$ cat src/rtl/alu_pkg.sv
// alu_pkg: shared ALU definitions (width, opcode encodings, legality check).
// Latency: n/a (types and constants only).
// Backpressure: n/a. Imported by the arbiter, its interface and the ALU.
package alu_pkg;

  localparam int XLEN       = 32;
  localparam int ALU_CTRL_W = 4;

  localparam logic [ALU_CTRL_W-1:0] ALU_ADD  = 4'b0000;
  localparam logic [ALU_CTRL_W-1:0] ALU_SUB  = 4'b0001;
  localparam logic [ALU_CTRL_W-1:0] ALU_SLL  = 4'b0010;
  localparam logic [ALU_CTRL_W-1:0] ALU_SLT  = 4'b0011;
  localparam logic [ALU_CTRL_W-1:0] ALU_SLTU = 4'b0100;
  localparam logic [ALU_CTRL_W-1:0] ALU_XOR  = 4'b0101;
  localparam logic [ALU_CTRL_W-1:0] ALU_SRL  = 4'b0110;
  localparam logic [ALU_CTRL_W-1:0] ALU_SRA  = 4'b0111;
  localparam logic [ALU_CTRL_W-1:0] ALU_OR   = 4'b1000;
  localparam logic [ALU_CTRL_W-1:0] ALU_AND  = 4'b1001;

  // One request as presented to the ALU.
  typedef struct packed {
    logic [XLEN-1:0]       a;
    logic [XLEN-1:0]       b;
    logic [ALU_CTRL_W-1:0] ctrl;
  } alu_req_t;

  // Contents of one per-client response slot.
  typedef struct packed {
    logic [XLEN-1:0] op;
    logic            zero;
    logic            err;
  } alu_rsp_t;

  // Opcodes are dense from ALU_ADD up to ALU_AND; everything above is unused.
  function automatic logic alu_ctrl_legal(input logic [ALU_CTRL_W-1:0] ctrl);
    return (ctrl <= ALU_AND);
  endfunction

endpackage

$ cat src/rtl/alu_share_arb_if.sv
// alu_share_arb_if: request/response handshakes of both clients plus the ALU drive bus.
// Latency: n/a (wires only).
// Backpressure: valid/ready per request and per response channel.
// Ports: slave = arbiter side, master = clients + ALU side.
interface alu_share_arb_if;
  import alu_pkg::*;

  logic                  req0_valid;
  logic                  req0_ready;
  logic [XLEN-1:0]       req0_a;
  logic [XLEN-1:0]       req0_b;
  logic [ALU_CTRL_W-1:0] req0_ctrl;

  logic                  req1_valid;
  logic                  req1_ready;
  logic [XLEN-1:0]       req1_a;
  logic [XLEN-1:0]       req1_b;
  logic [ALU_CTRL_W-1:0] req1_ctrl;

  logic                  rsp0_valid;
  logic                  rsp0_ready;
  logic [XLEN-1:0]       rsp0_op;
  logic                  rsp0_zero;
  logic                  rsp0_err;

  logic                  rsp1_valid;
  logic                  rsp1_ready;
  logic [XLEN-1:0]       rsp1_op;
  logic                  rsp1_zero;
  logic                  rsp1_err;

  logic [XLEN-1:0]       alu_a;
  logic [XLEN-1:0]       alu_b;
  logic [ALU_CTRL_W-1:0] alu_ctrl;
  logic [XLEN-1:0]       alu_op;
  logic                  alu_zero;

  modport slave (
    input  req0_valid, req0_a, req0_b, req0_ctrl,
    input  req1_valid, req1_a, req1_b, req1_ctrl,
    output req0_ready, req1_ready,
    output rsp0_valid, rsp0_op, rsp0_zero, rsp0_err,
    output rsp1_valid, rsp1_op, rsp1_zero, rsp1_err,
    input  rsp0_ready, rsp1_ready,
    output alu_a, alu_b, alu_ctrl,
    input  alu_op, alu_zero
  );

  modport master (
    output req0_valid, req0_a, req0_b, req0_ctrl,
    output req1_valid, req1_a, req1_b, req1_ctrl,
    input  req0_ready, req1_ready,
    input  rsp0_valid, rsp0_op, rsp0_zero, rsp0_err,
    input  rsp1_valid, rsp1_op, rsp1_zero, rsp1_err,
    output rsp0_ready, rsp1_ready,
    input  alu_a, alu_b, alu_ctrl,
    output alu_op, alu_zero
  );

endinterface

$ cat src/rtl/alu_share_arb_rr_arb2.sv
// rr_arb2: two-way round-robin arbiter, one-hot grant, work-conserving.
// Latency: grant is combinational from eligible; prio updates on the grant edge.
// Backpressure: none of its own; ineligible clients are simply never granted.
// Ports: clk, rst (async active-high), eligible[1:0] in, grant[1:0] out.
module rr_arb2 (
  input  logic       clk,
  input  logic       rst,
  input  logic [1:0] eligible,
  output logic [1:0] grant
);

  logic prio;

  always_comb begin
    grant = 2'b00;
    if (eligible == 2'b11) begin
      grant = prio ? 2'b10 : 2'b01;
    end else begin
      grant = eligible;
    end
  end

  // After a grant the other client gets priority: granting client 0 sets
  // prio to 1 and granting client 1 sets it to 0, i.e. prio <= grant[0].
  always_ff @(posedge clk or posedge rst) begin
    if (rst) begin
      prio <= 1'b0;
    end else if (grant != 2'b00) begin
      prio <= grant[0];
    end
  end

endmodule

$ cat src/rtl/alu_share_arb.sv
// alu_share_arb: shares one combinational ALU between two clients, round-robin.
// Latency: request accepted at edge N -> response valid from edge N (one cycle).
// Backpressure: a client whose response slot is full and not being drained is not
//   granted; the other client may take every grant meanwhile.
// Ports: clk, rst (async active-high), bus (alu_share_arb_if.slave).
module alu_share_arb
  import alu_pkg::*;
(
  input  logic             clk,
  input  logic             rst,
  alu_share_arb_if.slave   bus
);

  logic [1:0]         req_valid;
  logic [1:0]         rsp_ready;
  logic [1:0]         rsp_valid;
  logic [1:0]         eligible;
  logic [1:0]         grant;
  alu_req_t [1:0]     req;
  alu_rsp_t [1:0]     rsp;
  alu_req_t           sel;

  assign req_valid = {bus.req1_valid, bus.req0_valid};
  assign rsp_ready = {bus.rsp1_ready, bus.rsp0_ready};
  assign req[0]    = {bus.req0_a, bus.req0_b, bus.req0_ctrl};
  assign req[1]    = {bus.req1_a, bus.req1_b, bus.req1_ctrl};

  // A slot can take a new result if it is empty or being drained this cycle.
  // Reset masks eligibility so nothing is accepted while rst is held.
  assign eligible = req_valid & (~rsp_valid | rsp_ready) & {2{~rst}};

  rr_arb2 u_arb (
    .clk      (clk),
    .rst      (rst),
    .eligible (eligible),
    .grant    (grant)
  );

  assign bus.req0_ready = grant[0];
  assign bus.req1_ready = grant[1];

  // Idle ALU drive is all zeros so its inputs do not toggle without a grant.
  always_comb begin
    sel = '0;
    if (grant[0]) begin
      sel = req[0];
    end else if (grant[1]) begin
      sel = req[1];
    end
  end

  assign bus.alu_a    = sel.a;
  assign bus.alu_b    = sel.b;
  assign bus.alu_ctrl = sel.ctrl;

  for (genvar i = 0; i < 2; i++) begin : g_rsp
    logic     valid_q;
    alu_rsp_t data_q;
    logic     legal;

    assign legal = alu_ctrl_legal(req[i].ctrl);

    // Capture has priority over drain so a slot can empty and refill on one edge.
    always_ff @(posedge clk or posedge rst) begin
      if (rst) begin
        valid_q <= 1'b0;
        data_q  <= '0;
      end else if (grant[i]) begin
        valid_q <= 1'b1;
        if (legal) begin
          data_q <= alu_rsp_t'{op: bus.alu_op, zero: bus.alu_zero, err: 1'b0};
        end else begin
          // Illegal opcode: ALU output is meaningless, report a clean zero result.
          data_q <= alu_rsp_t'{op: '0, zero: 1'b1, err: 1'b1};
        end
      end else if (valid_q && rsp_ready[i]) begin
        valid_q <= 1'b0;
      end
    end

    assign rsp_valid[i] = valid_q;
    assign rsp[i]       = data_q;
  end

  assign bus.rsp0_valid = rsp_valid[0];
  assign bus.rsp0_op    = rsp[0].op;
  assign bus.rsp0_zero  = rsp[0].zero;
  assign bus.rsp0_err   = rsp[0].err;

  assign bus.rsp1_valid = rsp_valid[1];
  assign bus.rsp1_op    = rsp[1].op;
  assign bus.rsp1_zero  = rsp[1].zero;
  assign bus.rsp1_err   = rsp[1].err;

endmodule

$ cat src/flat_wrapper.sv
// flat-port wrapper written by rule: the top's interface ports become plain ports
module alu_share_arb_flat import alu_pkg::*;
  (clk, rst, bus_req0_valid, bus_req0_a, bus_req0_b, bus_req0_ctrl, bus_req1_valid, bus_req1_a, bus_req1_b, bus_req1_ctrl, bus_req0_ready, bus_req1_ready, bus_rsp0_valid, bus_rsp0_op, bus_rsp0_zero, bus_rsp0_err, bus_rsp1_valid, bus_rsp1_op, bus_rsp1_zero, bus_rsp1_err, bus_rsp0_ready, bus_rsp1_ready, bus_alu_a, bus_alu_b, bus_alu_ctrl, bus_alu_op, bus_alu_zero);
  alu_share_arb_if bus_i ();
  input  logic clk;
  input  logic rst;
  input wire logic [$bits(bus_i.req0_valid)-1:0] bus_req0_valid;
  input wire logic [$bits(bus_i.req0_a)-1:0] bus_req0_a;
  input wire logic [$bits(bus_i.req0_b)-1:0] bus_req0_b;
  input wire logic [$bits(bus_i.req0_ctrl)-1:0] bus_req0_ctrl;
  input wire logic [$bits(bus_i.req1_valid)-1:0] bus_req1_valid;
  input wire logic [$bits(bus_i.req1_a)-1:0] bus_req1_a;
  input wire logic [$bits(bus_i.req1_b)-1:0] bus_req1_b;
  input wire logic [$bits(bus_i.req1_ctrl)-1:0] bus_req1_ctrl;
  output wire logic [$bits(bus_i.req0_ready)-1:0] bus_req0_ready;
  output wire logic [$bits(bus_i.req1_ready)-1:0] bus_req1_ready;
  output wire logic [$bits(bus_i.rsp0_valid)-1:0] bus_rsp0_valid;
  output wire logic [$bits(bus_i.rsp0_op)-1:0] bus_rsp0_op;
  output wire logic [$bits(bus_i.rsp0_zero)-1:0] bus_rsp0_zero;
  output wire logic [$bits(bus_i.rsp0_err)-1:0] bus_rsp0_err;
  output wire logic [$bits(bus_i.rsp1_valid)-1:0] bus_rsp1_valid;
  output wire logic [$bits(bus_i.rsp1_op)-1:0] bus_rsp1_op;
  output wire logic [$bits(bus_i.rsp1_zero)-1:0] bus_rsp1_zero;
  output wire logic [$bits(bus_i.rsp1_err)-1:0] bus_rsp1_err;
  input wire logic [$bits(bus_i.rsp0_ready)-1:0] bus_rsp0_ready;
  input wire logic [$bits(bus_i.rsp1_ready)-1:0] bus_rsp1_ready;
  output wire logic [$bits(bus_i.alu_a)-1:0] bus_alu_a;
  output wire logic [$bits(bus_i.alu_b)-1:0] bus_alu_b;
  output wire logic [$bits(bus_i.alu_ctrl)-1:0] bus_alu_ctrl;
  input wire logic [$bits(bus_i.alu_op)-1:0] bus_alu_op;
  input wire logic [$bits(bus_i.alu_zero)-1:0] bus_alu_zero;
  assign bus_i.req0_valid = bus_req0_valid;
  assign bus_i.req0_a = bus_req0_a;
  assign bus_i.req0_b = bus_req0_b;
  assign bus_i.req0_ctrl = bus_req0_ctrl;
  assign bus_i.req1_valid = bus_req1_valid;
  assign bus_i.req1_a = bus_req1_a;
  assign bus_i.req1_b = bus_req1_b;
  assign bus_i.req1_ctrl = bus_req1_ctrl;
  assign bus_req0_ready = bus_i.req0_ready;
  assign bus_req1_ready = bus_i.req1_ready;
  assign bus_rsp0_valid = bus_i.rsp0_valid;
  assign bus_rsp0_op = bus_i.rsp0_op;
  assign bus_rsp0_zero = bus_i.rsp0_zero;
  assign bus_rsp0_err = bus_i.rsp0_err;
  assign bus_rsp1_valid = bus_i.rsp1_valid;
  assign bus_rsp1_op = bus_i.rsp1_op;
  assign bus_rsp1_zero = bus_i.rsp1_zero;
  assign bus_rsp1_err = bus_i.rsp1_err;
  assign bus_i.rsp0_ready = bus_rsp0_ready;
  assign bus_i.rsp1_ready = bus_rsp1_ready;
  assign bus_alu_a = bus_i.alu_a;
  assign bus_alu_b = bus_i.alu_b;
  assign bus_alu_ctrl = bus_i.alu_ctrl;
  assign bus_i.alu_op = bus_alu_op;
  assign bus_i.alu_zero = bus_alu_zero;
  alu_share_arb u_core (.clk(clk), .rst(rst), .bus(bus_i));
endmodule
$ cat config.mk
export PLATFORM = sky130hd
export DESIGN_NAME = alu_share_arb_flat
export DESIGN_NICKNAME = d
export VERILOG_FILES = /design/src/rtl/alu_pkg.sv /design/src/rtl/alu_share_arb_if.sv /design/src/rtl/alu_share_arb_rr_arb2.sv /design/src/rtl/alu_share_arb.sv /design/src/flat_wrapper.sv
export SDC_FILE = /design/constraint.sdc
export NUM_CORES = 1
export LEC_CHECK = 0
export ABC_CLOCK_PERIOD_IN_PS = 5800
export CAP_MARGIN = 20
export CORE_MARGIN = 4
export CORE_UTILIZATION = 30
export DETAILED_ROUTE_END_ITERATION = 8
export GPL_TIMING_DRIVEN = 0
export PLACE_DENSITY = 0.7
export SKIP_CTS_REPAIR_TIMING = 1
export SLEW_MARGIN = 20
export SYNTH_ARGS = -nofsm -noshare
export SYNTH_HDL_FRONTEND = slang
export SYNTH_SLANG_ARGS = --single-unit
$ cat constraint.sdc
create_clock -name clk -period 5.8 [get_ports clk]
set_input_delay 0.58 -clock clk [delete_from_list [all_inputs] [get_ports clk]]
set_output_delay 0.58 -clock clk [all_outputs]
set_load 0.01 [all_outputs]
[Yosys cells after proc, flatten, opt, wreduce, memory -nomap -nowiden]
Index checks and enable logic that the tools add are counted.
Storage, ports and cells
  register bits: 71
  word-level logic and storage cells: 32
  output and inout bits: 140
Cells by class
  reduce and logical (&&, ||, !) cells: 5
  bitwise gates (word level): 5
  $lt $le $gt $ge: 2
  mux-type cells: 10
  equality and inequality tests: 1
Operators with widths (number)
  68-bit 2-to-1 mux: 2
  34-bit 2-to-1 mux: 2
  4-bit <= comparator (second input constant): 2
  2-bit nonzero test: 3
  2-bit AND: 2
  1-bit 2-to-1 mux: 4
  2-bit 2-to-1 mux: 2
  2-bit equality test (second input constant): 1
  1-bit logical AND: 2
  2-bit NOT: 1
  2-bit bitwise OR: 1
  1-bit NOT: 1

[Longest topological paths before layout]
  depth after elaboration: 8
  gate-level depth with buffers: 6

[Cells and area by module]
From an unflattened synthesis, not the netlist that was laid out.
Unflattened totals
  cells, all modules: 392
  area total of the unflattened synthesis: 3627.2 um^2
Modules (own cells, without submodules)
  alu_share_arb: cells an instance 385, area each 3570.9 um^2, times used 1
  rr_arb2: cells an instance 7, area each 56.3 um^2, times used 1

[Least setup slack after synthesis]
No wires, ideal clock.
  path type: input port to output port
  start point: in rst
  end point: out bus_alu_a[22]
  arrival: 3.539 ns
  data required time: 5.220 ns
  stages on the path: 5
  setup slack: 1.681 ns
  path buffers: 2
  path through: buf_2 > clkinv_1 > clkbuf_1 > nand2_1 > o32ai_2
On the way
  word-level cells in the longest chain between the ends: 6
RTL lines
  from (decl): RTL line flat_wrapper.sv:6  | input logic rst;
  1-bit NOT *: RTL line alu_share_arb.sv:30  | assign eligible = req_valid & (~rsp_valid | rsp_ready) & {2{~rst}};
  2-bit AND *: RTL line alu_share_arb.sv:30
  2-bit equality test: RTL line alu_share_arb_rr_arb2.sv:16  | if (eligible == 2'b11) begin
  2-bit 2-to-1 mux *: RTL line alu_share_arb_rr_arb2.sv:16
  68-bit 2-to-1 mux: RTL line alu_share_arb.sv:47  | end else if (grant[1]) begin
  68-bit 2-to-1 mux *: RTL line alu_share_arb.sv:45  | if (grant[0]) begin
  to (decl): RTL line flat_wrapper.sv:27  | output wire logic [$bits(bus_i.alu_a)-1:0] bus_alu_a;
Mark *: on every way between the ends. The rest lies on a longest branch, timed or not.

[Final worst setup path]
  start point: in bus_rsp1_ready
  end point: out bus_alu_b[9]
On the way
  word-level cells in the longest chain between the ends: 7
RTL lines
  from (decl): RTL line flat_wrapper.sv:26  | input wire logic [$bits(bus_i.rsp1_ready)-1:0] bus_rsp1_ready;
  2-bit bitwise OR *: RTL line alu_share_arb.sv:30
  2-bit AND * (2 in a row): RTL line alu_share_arb.sv:30
  2-bit equality test: RTL line alu_share_arb_rr_arb2.sv:16
  2-bit 2-to-1 mux *: RTL line alu_share_arb_rr_arb2.sv:16
  68-bit 2-to-1 mux: RTL line alu_share_arb.sv:47
  68-bit 2-to-1 mux *: RTL line alu_share_arb.sv:45
  to (decl): RTL line flat_wrapper.sv:28  | output wire logic [$bits(bus_i.alu_b)-1:0] bus_alu_b;
Marks and branches as above.

==> impl_metrics.yaml <==
outcome:
  status: "completed"
critical_path:
  reg2reg_slack_ps: 4320
  slowest_delay_ps: 630
  crit_path_max_fanout: 10
  worstPathRequired_ps: 5220
  path_class: "in2out"
  critPathLaunchType: "primary input"
  cp_cell_sequence: "clkdlybuf4s50_1 > and2b_4 > o211ai_2 > clkbuf_1 > o32ai_1 > clkdlybuf4s50_1"
  cpMaxStageDelayCell: "clkdlybuf4s50_1"
  r2r-end: "u_core.bus.rsp1_zero"
  endpoint_kind: "output pin"
  reg2reg_depth: 4
  cp.arrival_ps: 2690
  regToRegStartpoint: "u_core.bus.rsp1_valid"
  cpMostUsedCell: "clkdlybuf4s50_1"
floorplan:
  start_util_pct: 30.6
  coreArea_sq_um: 15200
  row_count: 45
  die-width_um: 133
  io_pins: 315
  die_area_sq_um: 17600
  die_h_um: 133
hold_path:
  hold_path_class: "reg2reg"
  holdPathStages: 1
  hold_end: "u_core.bus.rsp1_zero"
  hold_path_startpoint: "u_core.bus.rsp1_zero"
clock_network:
  cts-root-buf: "clkbuf_16"
  cts_max_path_buffers: 2
  clk_pin_slew_ps: 60
  clk_latency_ps: 330
  cts_tree: "yes"
  htree_levels: 3
  clock_sinks: 71
  cts-buffers-inserted: 9
power_and_ir_drop:
  power.share.clock_pct: 27.5
  intPower_mw: 1.61
  finalPower_mw: 2.30
  p_sw_mw: 0.699
  combPwrFrac_pct: 42.1
  powerDensity_nw_per_um2: 274
  switching_share_pct: 30.3
  leakage_nw: 3.71
  ir_drop_mv: 0.125
  share_seq_of_total_power_pct: 30.3
sta:
  maxSlewHeadroom_pct: 46.7
  setup_violations: 0
  rsz0062_at_grt: "no"
  hold_viol: 0
  slew_viol_final: 0
  finalClockSkew_ps: 5.50
  fmax_mhz: 305
  final.setup.tns_ps: 0
  worst-slew-pin-transition_ps: 794
  fin_crit_ps: 3270
  min_period_over_period_pct: 56.4
synth:
  synth_cell_types: 26
  netlist_area_sq_um: 4650
  synthMuxAreaShare_pct: 14.7
  synth_simple_gate_area_share_pct: 12.1
  ys_async_sr_fraction_pct: 100
  synth_compound_area_share_pct: 17.5
  ys_ff_latch: 71
  syn-instance-count: 537
  netlist_top_cells_count: "inv_1, nand2_1, dfrtp_1"
  synth_top_family_by_area: "compound AO/OA/AOI/OAI gates"
  postSynthAreaPerCell_sq_um: 8.66
  synth_fp_nets: 712
  seq_area_frac_synth_pct: 38.2
  ys_warn_count: 0
  yosysTopAreaCellShare_pct: 38.2
  synth_xor_area_share_pct: 0
  synth_top_area_cell: "dfrtp_1"
  synth_area_leaders: "dfrtp_1, mux2i_1, inv_1, nand2_1, o32ai_1"
  ys.flop_type: "dfrtp_1"
  synthAdderAreaFrac_pct: 0
  synth_edf_count: 0
global_route:
  grt_pass1_wl_mm: 27.3
  first_global_vias: 4989
  grt_overflow_total: 0
  grt_start_max_net_pins: 49
  grt_util_all_layers_pct: 19.7
  antenna_found_initial: 1
detailed_routing:
  antenna_left: 0
  drtPass1Iterations: 4
  vias: 4838
  drt_drc_violations_left: 0
  viasPerCell: 4.58
  wl_per_cell_um: 16.9
  drtIter0Drc: 191
  routed_wirelength_mm: 17.9
placed_design:
  finalWeightedCongestion: 0.835
  dp_hpwl_mm: 14.5
  port_buffers: 313
run:
  cap_violations: 0
cells_and_area:
  finish.net_count: 1037
  drive_gt1_share_pct: 7.73
  syn2layout_area_growth_pct: 80.6
## critical path, delay by kind of cell
family	cells	cell delay, ps
simple gates	1	290
buf+inv	3	1300
compound gates	2	520
## sequential cells by signal (all words and copies together) (netlist names)
register	flops
u_core.bus.rsp1_valid	1
u_core.bus.rsp1_zero	1
u_core.bus.rsp1_op	32
u_core.bus.rsp0_valid	1
u_core.bus.rsp0_op	32
u_core.bus.rsp1_err	1
u_core.bus.rsp0_err	1
u_core.bus.rsp0_zero	1
u_core.u_arb.prio	1
## power by group through the flow
| stage | Combinational, mW | Clock (mW) | Sequential (mW) |
|---|---|---|---|
| 3_3_place_gp | 0.972 | 0 | 0.704 |
| 3_5_place_dp | 0.981 | 0 | 0.708 |
| 6_report | 0.971 | 0.635 | 0.699 |
| 4_1_cts | 0.985 | 0.646 | 0.700 |
| 5_1_grt | 1.05 | 0.671 | 0.718 |
| 2_1_floorplan | 0.336 | 0 | 0.771 |
## layout by cell type (no fill, tap or decap), drive strengths merged
cell type and count:
a211o 1, a211oi 1, and2b 1, buf 22, bufinv 3, clkbuf 31
clkdlybuf4s50 313, clkinv 2, dfrtp 71, diode 1, inv 138, mux2 2
mux2i 66, nand2 135, nand2b 4, nor2b 2, o211ai 2, o21ai 3
o31ai 1, o32ai 68, or2 1
## worst max-delay path by stage
stage	start	end	slack, ps	depth (start not counted)
final	bus_rsp1_ready	bus_alu_b[9]	2530	6
after global routing	bus_rsp1_ready	bus_alu_b[8]	2370	6
after CTS	bus_rsp1_ready	bus_alu_b[9]	2450	6
after detailed placement	bus_rsp1_ready	bus_alu_b[9]	2460	6
after global placement	rst	bus_alu_a[26]	-90	6
after floorplan	rst	bus_alu_a[22]	1680	5
## metrics by stage
step	hold slack (ps)	cell area, sq um	worst slack (ps)	utilization [%]	cells
6_report	509	8400	2530	55.2	1056
5_1_grt	521	8400	2370	55.2	1056
4_1_cts	513	8400	2450	55.2	1055
3_5_place_dp	500	8050	2460	53.0	1039
3_3_place_gp	491	8020	-93.4	52.7	1038
2_1_floorplan	467	4650	1680	-	537
## area by class of cell
class | count | area [sq um]
clock buffer | 10 | 229
multi-input combinational | 287 | 2060
clock inverter | 6 | 116
buffer | 42 | 303
tap | 188 | 235
timing repair buffer | 314 | 3160
antenna | 1 | 2.50
inverter | 137 | 514
fill | 1414 | 6800
sequential | 71 | 1780
## per-layer routing
metal,share of wire [%],vias to the layer above,global-route usage (%)
li1,-,2389,-
met1,40,2245,22.9
met2,51,185,35.1
met3,7.0,19,5.82
met4,2.0,0,5.77
met5,0,-,0
## kinds of logic (layout without fill, tap and decap cells)
kind of cell | after synthesis | in the layout
AOI/OAI and AO/OA | 76 | 76
buffers and inverters | 179 | 509
DFF | 71 | 71
muxes | 68 | 68
other | 0 | 1
and+or+nand+nor | 143 | 143
Note: power is estimated with default switching activity, not from simulation.
